==> src/rtl/llc_mem_bridge_pkg.sv <==
// rtl/llc_mem_bridge_pkg.sv - shared cache line types, widths and memory command struct
package llc_mem_bridge_pkg;

  localparam int WORDS_PER_LINE = 4;
  localparam int BITS_PER_WORD  = 64;
  localparam int ADDR_BITS      = 32;
  localparam int LINE_BITS      = WORDS_PER_LINE * BITS_PER_WORD;
  localparam int LINE_BYTES     = LINE_BITS / 8;
  localparam int OFFSET_BITS    = $clog2(LINE_BYTES);
  localparam int LINE_ADDR_BITS = ADDR_BITS - OFFSET_BITS;
  localparam int CNT_BITS       = $clog2(WORDS_PER_LINE);

  typedef logic [BITS_PER_WORD-1:0]                      word_t;
  typedef logic [WORDS_PER_LINE-1:0][BITS_PER_WORD-1:0]  line_t;
  typedef logic [LINE_ADDR_BITS-1:0]                     line_addr_t;
  typedef logic [ADDR_BITS-1:0]                          addr_t;
  typedef logic [CNT_BITS-1:0]                           cnt_t;
  typedef logic [2:0]                                    hsize_t;
  typedef logic [1:0]                                    hprot_t;

  localparam cnt_t LAST_IDX = cnt_t'(WORDS_PER_LINE - 1);

  typedef struct packed {
    logic   write;
    addr_t  addr;
    cnt_t   len;
    hsize_t size;
    hprot_t prot;
  } mem_cmd_t;

  typedef enum logic [2:0] {
    ST_IDLE, ST_CMD, ST_WDATA, ST_WACK, ST_RDATA, ST_RSP
  } state_t;

  function automatic addr_t line_to_byte_addr(input line_addr_t a);
    return {a, {OFFSET_BITS{1'b0}}};
  endfunction

endpackage

==> src/rtl/llc_mem_bridge_if.sv <==
// rtl/llc_mem_bridge_if.sv - LLC line channel and word-wide memory beat bus interfaces
interface llc_mem_if;
  import llc_mem_bridge_pkg::*;

  logic       llc_mem_req_valid;
  logic       llc_mem_req_ready;
  logic       llc_mem_req_data_hwrite;
  hsize_t     llc_mem_req_data_hsize;
  hprot_t     llc_mem_req_data_hprot;
  line_addr_t llc_mem_req_data_addr;
  line_t      llc_mem_req_data_line;
  logic       llc_mem_rsp_valid;
  logic       llc_mem_rsp_ready;
  line_t      llc_mem_rsp_data_line;

  modport master (
    output llc_mem_req_valid, llc_mem_req_data_hwrite, llc_mem_req_data_hsize,
           llc_mem_req_data_hprot, llc_mem_req_data_addr, llc_mem_req_data_line,
           llc_mem_rsp_ready,
    input  llc_mem_req_ready, llc_mem_rsp_valid, llc_mem_rsp_data_line
  );

  modport slave (
    input  llc_mem_req_valid, llc_mem_req_data_hwrite, llc_mem_req_data_hsize,
           llc_mem_req_data_hprot, llc_mem_req_data_addr, llc_mem_req_data_line,
           llc_mem_rsp_ready,
    output llc_mem_req_ready, llc_mem_rsp_valid, llc_mem_rsp_data_line
  );
endinterface

interface mem_beat_if;
  import llc_mem_bridge_pkg::*;

  logic   mem_cmd_valid;
  logic   mem_cmd_ready;
  logic   mem_cmd_write;
  addr_t  mem_cmd_addr;
  cnt_t   mem_cmd_len;
  hsize_t mem_cmd_size;
  hprot_t mem_cmd_prot;
  logic   mem_wdata_valid;
  logic   mem_wdata_ready;
  word_t  mem_wdata;
  logic   mem_wlast;
  logic   mem_wack_valid;
  logic   mem_rdata_valid;
  logic   mem_rdata_ready;
  word_t  mem_rdata;
  logic   mem_rlast;

  modport master (
    output mem_cmd_valid, mem_cmd_write, mem_cmd_addr, mem_cmd_len, mem_cmd_size,
           mem_cmd_prot, mem_wdata_valid, mem_wdata, mem_wlast, mem_rdata_ready,
    input  mem_cmd_ready, mem_wdata_ready, mem_wack_valid, mem_rdata_valid,
           mem_rdata, mem_rlast
  );

  modport slave (
    input  mem_cmd_valid, mem_cmd_write, mem_cmd_addr, mem_cmd_len, mem_cmd_size,
           mem_cmd_prot, mem_wdata_valid, mem_wdata, mem_wlast, mem_rdata_ready,
    output mem_cmd_ready, mem_wdata_ready, mem_wack_valid, mem_rdata_valid,
           mem_rdata, mem_rlast
  );
endinterface

==> src/rtl/llc_mem_line_buf.sv <==
// rtl/llc_mem_line_buf.sv - line register with whole-line load, clear and indexed word access
module llc_mem_line_buf
  import llc_mem_bridge_pkg::*;
(
  input  logic  clk,
  input  logic  rst,
  input  logic  load,
  input  line_t load_line,
  input  logic  clr,
  input  logic  wr_en,
  input  cnt_t  wr_idx,
  input  word_t wr_word,
  input  cnt_t  rd_idx,
  output word_t rd_word,
  output line_t line
);

  line_t line_q;

  always_ff @(posedge clk or posedge rst) begin
    if (rst) begin
      line_q <= '0;
    end else if (load) begin
      line_q <= load_line;
    end else if (clr) begin
      line_q <= '0;
    end else if (wr_en) begin
      line_q[wr_idx] <= wr_word;
    end
  end

  assign rd_word = line_q[rd_idx];
  assign line    = line_q;

endmodule

==> src/rtl/llc_mem_bridge.sv <==
// rtl/llc_mem_bridge.sv - converts whole-line LLC requests into word bursts and reassembles fills
module llc_mem_bridge
  import llc_mem_bridge_pkg::*;
(
  input  logic        clk,
  input  logic        rst,
  llc_mem_if.slave    llc,
  mem_beat_if.master  mem,
  output logic        err_sticky
);

  state_t   state_q, state_d;
  cnt_t     cnt_q;
  mem_cmd_t cmd_q;
  logic     err_q;

  logic req_hs, cmd_hs, w_hs, r_hs, rsp_hs;
  logic rd_beat, rd_done, rd_proto_err;
  word_t buf_rd_word;
  line_t buf_line;

  assign req_hs  = llc.llc_mem_req_valid && llc.llc_mem_req_ready;
  assign cmd_hs  = mem.mem_cmd_valid && mem.mem_cmd_ready;
  assign w_hs    = mem.mem_wdata_valid && mem.mem_wdata_ready;
  assign r_hs    = mem.mem_rdata_valid && mem.mem_rdata_ready;
  assign rsp_hs  = llc.llc_mem_rsp_valid && llc.llc_mem_rsp_ready;

  assign rd_beat      = (state_q == ST_RDATA) && r_hs;
  assign rd_done      = rd_beat && (mem.mem_rlast || cnt_q == LAST_IDX);
  assign rd_proto_err = rd_beat && (mem.mem_rlast != (cnt_q == LAST_IDX));

  always_ff @(posedge clk or posedge rst) begin
    if (rst) state_q <= ST_IDLE;
    else     state_q <= state_d;
  end

  always_comb begin
    state_d = state_q;
    case (state_q)
      ST_IDLE:  if (req_hs) state_d = ST_CMD;
      ST_CMD:   if (cmd_hs) state_d = cmd_q.write ? ST_WDATA : ST_RDATA;
      ST_WDATA: if (w_hs && cnt_q == LAST_IDX) state_d = ST_WACK;
      ST_WACK:  if (mem.mem_wack_valid) state_d = ST_IDLE;
      ST_RDATA: if (rd_done) state_d = ST_RSP;
      ST_RSP:   if (rsp_hs) state_d = ST_IDLE;
      default:  state_d = ST_IDLE;
    endcase
  end

  // Handshake outputs are masked while rst is high so the reset values hold even in IDLE.
  always_comb begin
    llc.llc_mem_req_ready = 1'b0;
    llc.llc_mem_rsp_valid = 1'b0;
    mem.mem_cmd_valid     = 1'b0;
    mem.mem_wdata_valid   = 1'b0;
    mem.mem_wlast         = 1'b0;
    mem.mem_rdata_ready   = 1'b0;
    if (!rst) begin
      case (state_q)
        ST_IDLE: begin
          llc.llc_mem_req_ready = 1'b1;
          mem.mem_rdata_ready   = 1'b1;
        end
        ST_CMD:   mem.mem_cmd_valid = 1'b1;
        ST_WDATA: begin
          mem.mem_wdata_valid = 1'b1;
          mem.mem_wlast       = (cnt_q == LAST_IDX);
        end
        ST_RDATA: mem.mem_rdata_ready = 1'b1;
        ST_RSP:   llc.llc_mem_rsp_valid = 1'b1;
        default:  ;
      endcase
    end
  end

  always_ff @(posedge clk or posedge rst) begin
    if (rst) begin
      cmd_q <= '0;
      cnt_q <= '0;
      err_q <= 1'b0;
    end else begin
      if (req_hs) begin
        cmd_q.write <= llc.llc_mem_req_data_hwrite;
        cmd_q.addr  <= line_to_byte_addr(llc.llc_mem_req_data_addr);
        cmd_q.len   <= LAST_IDX;
        cmd_q.size  <= llc.llc_mem_req_data_hsize;
        cmd_q.prot  <= llc.llc_mem_req_data_hprot;
      end
      // Early rlast must still leave the counter at 0 for the next burst.
      if (state_q == ST_CMD && cmd_hs) begin
        cnt_q <= '0;
      end else if (rd_done) begin
        cnt_q <= '0;
      end else if (w_hs || rd_beat) begin
        cnt_q <= cnt_q + 1'b1;
      end
      if ((mem.mem_wack_valid && state_q != ST_WACK) || rd_proto_err ||
          (state_q == ST_IDLE && r_hs)) begin
        err_q <= 1'b1;
      end
    end
  end

  llc_mem_line_buf u_line_buf (
    .clk       (clk),
    .rst       (rst),
    .load      (req_hs),
    .load_line (llc.llc_mem_req_data_line),
    .clr       (state_q == ST_CMD && cmd_hs && !cmd_q.write),
    .wr_en     (rd_beat),
    .wr_idx    (cnt_q),
    .wr_word   (mem.mem_rdata),
    .rd_idx    (cnt_q),
    .rd_word   (buf_rd_word),
    .line      (buf_line)
  );

  assign mem.mem_cmd_write      = cmd_q.write;
  assign mem.mem_cmd_addr       = cmd_q.addr;
  assign mem.mem_cmd_len        = cmd_q.len;
  assign mem.mem_cmd_size       = cmd_q.size;
  assign mem.mem_cmd_prot       = cmd_q.prot;
  assign mem.mem_wdata          = buf_rd_word;
  assign llc.llc_mem_rsp_data_line = buf_line;
  assign err_sticky             = err_q;

endmodule

==> src/flat_wrapper.sv <==
// flat-port wrapper written by rule: the top's interface ports become plain ports
module llc_mem_bridge_flat import llc_mem_bridge_pkg::*;
  (clk, rst, err_sticky, llc_llc_mem_req_valid, llc_llc_mem_req_data_hwrite, llc_llc_mem_req_data_hsize, llc_llc_mem_req_data_hprot, llc_llc_mem_req_data_addr, llc_llc_mem_req_data_line, llc_llc_mem_rsp_ready, llc_llc_mem_req_ready, llc_llc_mem_rsp_valid, llc_llc_mem_rsp_data_line, mem_mem_cmd_valid, mem_mem_cmd_write, mem_mem_cmd_addr, mem_mem_cmd_len, mem_mem_cmd_size, mem_mem_cmd_prot, mem_mem_wdata_valid, mem_mem_wdata, mem_mem_wlast, mem_mem_rdata_ready, mem_mem_cmd_ready, mem_mem_wdata_ready, mem_mem_wack_valid, mem_mem_rdata_valid, mem_mem_rdata, mem_mem_rlast);
  llc_mem_if llc_i ();
  mem_beat_if mem_i ();
  input  logic clk;
  input  logic rst;
  output logic err_sticky;
  input wire logic [$bits(llc_i.llc_mem_req_valid)-1:0] llc_llc_mem_req_valid;
  input wire logic [$bits(llc_i.llc_mem_req_data_hwrite)-1:0] llc_llc_mem_req_data_hwrite;
  input wire logic [$bits(llc_i.llc_mem_req_data_hsize)-1:0] llc_llc_mem_req_data_hsize;
  input wire logic [$bits(llc_i.llc_mem_req_data_hprot)-1:0] llc_llc_mem_req_data_hprot;
  input wire logic [$bits(llc_i.llc_mem_req_data_addr)-1:0] llc_llc_mem_req_data_addr;
  input wire logic [$bits(llc_i.llc_mem_req_data_line)-1:0] llc_llc_mem_req_data_line;
  input wire logic [$bits(llc_i.llc_mem_rsp_ready)-1:0] llc_llc_mem_rsp_ready;
  output wire logic [$bits(llc_i.llc_mem_req_ready)-1:0] llc_llc_mem_req_ready;
  output wire logic [$bits(llc_i.llc_mem_rsp_valid)-1:0] llc_llc_mem_rsp_valid;
  output wire logic [$bits(llc_i.llc_mem_rsp_data_line)-1:0] llc_llc_mem_rsp_data_line;
  output wire logic [$bits(mem_i.mem_cmd_valid)-1:0] mem_mem_cmd_valid;
  output wire logic [$bits(mem_i.mem_cmd_write)-1:0] mem_mem_cmd_write;
  output wire logic [$bits(mem_i.mem_cmd_addr)-1:0] mem_mem_cmd_addr;
  output wire logic [$bits(mem_i.mem_cmd_len)-1:0] mem_mem_cmd_len;
  output wire logic [$bits(mem_i.mem_cmd_size)-1:0] mem_mem_cmd_size;
  output wire logic [$bits(mem_i.mem_cmd_prot)-1:0] mem_mem_cmd_prot;
  output wire logic [$bits(mem_i.mem_wdata_valid)-1:0] mem_mem_wdata_valid;
  output wire logic [$bits(mem_i.mem_wdata)-1:0] mem_mem_wdata;
  output wire logic [$bits(mem_i.mem_wlast)-1:0] mem_mem_wlast;
  output wire logic [$bits(mem_i.mem_rdata_ready)-1:0] mem_mem_rdata_ready;
  input wire logic [$bits(mem_i.mem_cmd_ready)-1:0] mem_mem_cmd_ready;
  input wire logic [$bits(mem_i.mem_wdata_ready)-1:0] mem_mem_wdata_ready;
  input wire logic [$bits(mem_i.mem_wack_valid)-1:0] mem_mem_wack_valid;
  input wire logic [$bits(mem_i.mem_rdata_valid)-1:0] mem_mem_rdata_valid;
  input wire logic [$bits(mem_i.mem_rdata)-1:0] mem_mem_rdata;
  input wire logic [$bits(mem_i.mem_rlast)-1:0] mem_mem_rlast;
  assign llc_i.llc_mem_req_valid = llc_llc_mem_req_valid;
  assign llc_i.llc_mem_req_data_hwrite = llc_llc_mem_req_data_hwrite;
  assign llc_i.llc_mem_req_data_hsize = llc_llc_mem_req_data_hsize;
  assign llc_i.llc_mem_req_data_hprot = llc_llc_mem_req_data_hprot;
  assign llc_i.llc_mem_req_data_addr = llc_llc_mem_req_data_addr;
  assign llc_i.llc_mem_req_data_line = llc_llc_mem_req_data_line;
  assign llc_i.llc_mem_rsp_ready = llc_llc_mem_rsp_ready;
  assign llc_llc_mem_req_ready = llc_i.llc_mem_req_ready;
  assign llc_llc_mem_rsp_valid = llc_i.llc_mem_rsp_valid;
  assign llc_llc_mem_rsp_data_line = llc_i.llc_mem_rsp_data_line;
  assign mem_mem_cmd_valid = mem_i.mem_cmd_valid;
  assign mem_mem_cmd_write = mem_i.mem_cmd_write;
  assign mem_mem_cmd_addr = mem_i.mem_cmd_addr;
  assign mem_mem_cmd_len = mem_i.mem_cmd_len;
  assign mem_mem_cmd_size = mem_i.mem_cmd_size;
  assign mem_mem_cmd_prot = mem_i.mem_cmd_prot;
  assign mem_mem_wdata_valid = mem_i.mem_wdata_valid;
  assign mem_mem_wdata = mem_i.mem_wdata;
  assign mem_mem_wlast = mem_i.mem_wlast;
  assign mem_mem_rdata_ready = mem_i.mem_rdata_ready;
  assign mem_i.mem_cmd_ready = mem_mem_cmd_ready;
  assign mem_i.mem_wdata_ready = mem_mem_wdata_ready;
  assign mem_i.mem_wack_valid = mem_mem_wack_valid;
  assign mem_i.mem_rdata_valid = mem_mem_rdata_valid;
  assign mem_i.mem_rdata = mem_mem_rdata;
  assign mem_i.mem_rlast = mem_mem_rlast;
  llc_mem_bridge u_core (.clk(clk), .rst(rst), .llc(llc_i), .mem(mem_i), .err_sticky(err_sticky));
endmodule
==> config.mk <==
export PLATFORM = sky130hd
export DESIGN_NAME = llc_mem_bridge_flat
export DESIGN_NICKNAME = d
export VERILOG_FILES = /design/src/rtl/llc_mem_bridge_pkg.sv /design/src/rtl/llc_mem_bridge_if.sv /design/src/rtl/llc_mem_line_buf.sv /design/src/rtl/llc_mem_bridge.sv /design/src/flat_wrapper.sv
export SDC_FILE = /design/constraint.sdc
export NUM_CORES = 1
export LEC_CHECK = 0
export CAP_MARGIN = 20
export CORE_AREA = 2 2 286 288
export CTS_BUF_LIST = sky130_fd_sc_hd__clkbuf_4
export DETAILED_ROUTE_END_ITERATION = 10
export DIE_AREA = 0 0 288 290
export SYNTH_ARGS = -nofsm -noshare
export SYNTH_HDL_FRONTEND = slang
export SYNTH_SLANG_ARGS = --single-unit
==> constraint.sdc <==
create_clock -name clk -period 20 [get_ports clk]
set_input_delay 3 -clock clk [delete_from_list [all_inputs] [get_ports clk]]
set_output_delay 3 -clock clk [all_outputs]
set_load 0.05 [all_outputs]
After elaboration in Yosys (flattened, before gate mapping)
Cells that the tools add are included.
{"block": "word_totals", "output_inout_bits": 367, "register_bits": 296}
{"block": "op_classes", "n_mux": 31, "addsub": 1, "n_reduce_logical": 24, "n_eq_ne": 14, "n_lt_le_gt_ge": 2}
{"operator": "2-to-1 mux 256 bit", "count": 3}
{"operator": "bitwise mux 256 bit", "count": 1}
{"operator": "binary-select mux 64 bit (select 2 bit)", "count": 1}
{"operator": "demux 64 bit (select 2 bit)", "count": 1}
{"operator": "2-to-1 mux 64 bit", "count": 2}
{"operator": "2-to-1 mux 3 bit", "count": 7}
{"operator": "case mux 3 bit (6 select lines)", "count": 1}
{"operator": "logical AND 1 bit", "count": 14}
{"operator": "2-to-1 mux 1 bit", "count": 12}
{"operator": "inequality test 2 x 1 -> 1 bit (second input constant)", "count": 5}
{"operator": "== test 3 x 2 -> 1 bit (second input constant)", "count": 2}
{"operator": "== test 3 bit (second input constant)", "count": 2}
{"operator": "2-to-1 mux 2 bit", "count": 3}
{"operator": "AND reduction 6 bit", "count": 1}
{"operator": "nonzero test 3 bit", "count": 2}
{"operator": "logical OR 1 bit", "count": 4}
{"operator": "== test 3 x 1 -> 1 bit (second input constant)", "count": 1}
{"operator": "logical NOT 3 bit", "count": 1}
{"operator": "< comparator 2 x 3 -> 1 bit (second input constant)", "count": 1}
{"operator": "inequality test 3 x 2 -> 1 bit (second input constant)", "count": 1}
{"operator": "adder 2 x 1 -> 2 bit (second input constant)", "count": 1}
{"operator": "== test 2 bit (second input constant)", "count": 1}
{"operator": "greater-or-equal comparator 2 x 1 -> 1 bit (second input constant)", "count": 1}
{"operator": "inequality test 2 bit (second input constant)", "count": 1}
{"operator": "other kinds (3)", "count": 3}

Longest topological paths before layout
{"block": "depth", "ltp_word": 10, "depth_mapped": 9, "ltp_nobuf": 6}

Cells and area by module
A second synthesis with hierarchy kept.
{"block": "unflattened", "cells_unflattened": 1325, "area_unflattened_um2": 15461.1}
{"mod": "llc_mem_line_buf", "area_each_um2": 13545.5, "instances": 1, "cells_each": 1193}
{"mod": "llc_mem_bridge", "area_each_um2": 1915.6, "instances": 1, "cells_each": 132}

Worst setup path before layout
OpenSTA, ideal clock, no wires.
{"block": "synth_timing", "kind": "input port to output port", "startpoint": "input port rst", "endpoint": "output port mem_mem_wlast", "n_path_buf": 1, "stages": 3, "arrival_time_ns": 4.819, "required_time_ns": 17.000, "path_slack_ns": 12.181, "path_cell_list": "buf_4 -> nor4b_2 -> and2_1"}
{"block": "synth_between", "elab_chain_len": 1}
{"item": "start: declaration", "line_no": "flat_wrapper.sv:7", "rtl": "input logic rst;"}
{"item": "2-to-1 mux 1 bit", "line_no": "llc_mem_bridge.sv:58", "rtl": "if (!rst) begin"}
{"item": "end: declaration", "line_no": "flat_wrapper.sv:27", "rtl": "output wire logic [$bits(mem_i.mem_wlast)-1:0] mem_mem_wlast;"}
Every way passes these cells.

Final worst setup path
Same ends and word-level chain as after synthesis.

==> impl_metrics.json <==
{
  "drive_gt1_share_pct": 11.6,
  "grt_pass1_vias": 14952,
  "startpoint": "rst",
  "cp.required_ps": 17000,
  "status": "finished, final reports clean",
  "switching_power_mw": 2.46,
  "synth_top_family_by_area": "multiplexers",
  "hold_viol_final": 0,
  "whs_path_depth": 2,
  "synthArstFlopShare_pct": 100,
  "synth_area_leader_cell": "dfrtp_1",
  "synthAdderAreaFrac_pct": 0.404,
  "post_cts_buffers": 0,
  "rows": 104,
  "cts.sinks": 296,
  "min-delay-start": "u_core.mem.mem_cmd_addr[12]$_DFFE_PP0P_",
  "period_needed_ps": 8350,
  "drv_slew": 0,
  "grt_usage_pct": 15.9,
  "skew_ps": 96.0,
  "drt_iter0_drc": 646,
  "detail-route-antenna-nets": 0,
  "synth_xor_area_share_pct": 0,
  "worstPathMaxFanout": 10,
  "path_clk_slew_ps": 50,
  "r2r-start": "u_core.cnt_q[1]$_DFFE_PP0P_",
  "drc_errors": 0,
  "root_buffer": "clkbuf_4",
  "initial_core_util_pct": 19.3,
  "netlist-cell-type-count": 44,
  "layout_common_cells": "clkdlybuf4s50_1 (723), nand2_1 (360), dfrtp_1 (294), mux2i_1 (256), o21ai_1 (200)",
  "cts_tree": "yes",
  "vias_per_cell": 4.31,
  "final_common_cell": "clkdlybuf4s50_1",
  "synth_mux_area_share_pct": 25.9,
  "ioPinCount": 729,
  "netlist_instances": 1400,
  "whs_ps": 474,
  "tightest_slew_ps": 1050,
  "power_mw": 4.62,
  "antenna_found_initial": 16,
  "max-slew-margin-rel_pct": 30.2,
  "ys_seq_elements": 296,
  "ctsResizeCount": 0,
  "via_count": 14073,
  "die_area_um2": 83500,
  "p_int_mw": 2.16,
  "power_frac_clock_pct": 13.3,
  "htreeDepth": 3,
  "pwr-share-seq_pct": 24.7,
  "synth_edf_count": 0,
  "synth_top_area_share_pct": 47.8,
  "grt_max_degree": 101,
  "syn_area_um2": 15500,
  "numCtsBuffers": 91,
  "syn_area_per_cell_um2": 11.1,
  "hpwl_um": 48600,
  "p_sw_share_pct": 53.2,
  "wl_um": 68800,
  "dieHeight_um": 290,
  "fill_cells": 8434,
  "wl_per_cell_um": 21.1,
  "grt-ovfl-total": 0,
  "synth_simple_gate_area_share_pct": 10.1,
  "leakagePower_nw": 9.10,
  "port_buffers": 723,
  "fin_crit_sh_pct": 41.7,
  "cp.arrival_ps": 5350,
  "comb_power_share_pct": 62.1,
  "synth_ff_type": "dfrtp_1",
  "globalplace.congestion": 0.829,
  "dr.pass1.iters": 5,
  "fmaxAchievable_mhz": 120,
  "ys_seq_area_share_pct": 47.8,
  "ir_worst_vdd_mv": 0.141,
  "fin_area_um2": 24500,
  "crit_type": "input pin to output pin",
  "hold_buffers": 0,
  "grt_pass1_wl_um": 100000,
  "setup_viol_count_final": 0,
  "setup-tns-final_ps": 0,
  "p_per_area_nw_per_um2": 189,
  "place_area_um2": 23300,
  "rr_worst_depth": 8,
  "insertion_delay_ps": 850,
  "nets": 2490,
  "ys_warn_count": 0,
  "core_um2": 80200,
  "synth_area_leaders": "dfrtp_1 (48%), mux2i_1 (17%), mux4_2 (9.3%)",
  "start_kind": "input pin",
  "cap_violations": 0,
  "die_w_um": 288,
  "hold_class": "flop to flop",
  "rsz0062_at_grt": "no",
  "clk_path_buf_depth": 3,
  "syn_to_final_growth_pct": 58.1,
  "synth_compound_area_share_pct": 9.56,
  "critPathCaptureType": "output pin"
}
-- synthesized netlist by cell type, drive strengths merged, types with 2 or more instances --
| cell | number |
|---|---|
| and3 | 4 |
| nor4 | 2 |
| mux2i | 256 |
| o21ai | 260 |
| nand2b | 3 |
| buf | 100 |
| nor2 | 2 |
| ha | 5 |
| dfrtp | 296 |
| clkbuf | 15 |
| a22oi | 2 |
| inv | 7 |
| and2 | 2 |
| nor3b | 2 |
| a32o | 2 |
| mux4 | 64 |
| nand2 | 361 |
| a21oi | 2 |
-- power groups by stage --
| stage | registers, mW | clock network [mW] | logic [mW] |
|---|---|---|---|
| after detailed placement | 1.15 | 0 | 2.89 |
| after CTS | 1.14 | 0.642 | 2.89 |
| final | 1.14 | 0.613 | 2.87 |
| after floorplan | 1.92 | 0 | 1.04 |
| after global routing | 1.18 | 0.678 | 2.99 |
| after global placement | 1.15 | 0 | 2.88 |
-- stage by stage --
| step | worst slack, ps | util (%) | cells |
|---|---|---|---|
| finish | 11650 | 30.6 | 3264 |
| CTS | 11700 | 30.5 | 3251 |
| global placement | 11720 | 29.1 | 3089 |
| global route | 11620 | 30.6 | 3259 |
| detailed placement | 11690 | 29.1 | 3089 |
| floorplan | 8600 | - | 1404 |
-- cell families (layout without fill, tap and decap cells) --
logic type / Yosys count / after routing
muxes: 321 / 321
buffers and inverters: 122 / 910
other: 1 / 17
adders and majority gates: 5 / 5
and+or+nand+nor: 383 / 383
DFF: 296 / 296
AOI/OAI and AO/OA: 272 / 272
-- flip-flops by register name, summed over array words and instances (netlist names), 2 cells and up --
name	count
u_core.mem.mem_cmd_size	3
u_core.cnt_q	2
u_core.mem.mem_cmd_prot	2
u_core.u_line_buf.line	256
u_core.state_q	3
u_core.mem.mem_cmd_addr	27
-- worst max-delay path, stage by stage --
cell	delay, ps
clkdlybuf4s50_1	770
nor4b_2	580
and2_1	200
clkdlybuf4s50_1	790
-- path summary, 6_finish.rpt --
check,to,slack (ps)
max,mem_mem_wlast,11650
min,u_core.mem.mem_cmd_addr[12]$_DFFE_PP0P_,470
max reg2reg,u_core.u_line_buf.line[223]$_DFFE_PP0P_,15750
min reg2reg,u_core.mem.mem_cmd_addr[12]$_DFFE_PP0P_,470
max in group asynchronous,u_core.u_line_buf.line[96]$_DFFE_PP0P_,14600
min in group asynchronous,u_core.mem.mem_cmd_addr[31]$_DFFE_PP0P_,3160
-- layer usage --
layer	part of all wire [%]	routed length, um	vias to the layer above	track usage, %
li1	-	-	6431	-
met2	49	33800	633	27.2
met5	0.058	40	-	0
met3	9.2	6310	152	5.53
met1	38	26500	6851	18.1
met4	3.3	2260	6	6.26
-- cell type report --
class,instances,area [um2],share of cell area (%)
antenna,12,30.0,0.123
clock buffer,123,923,3.77
clock inverter,39,224,0.914
inverter,7,33.8,0.138
multi-input combinational,986,7160,29.2
sequential,296,7410,30.3
tap,1060,1330,5.41
timing repair buffer,741,7390,30.2
(Power assumes the default switching activity.)
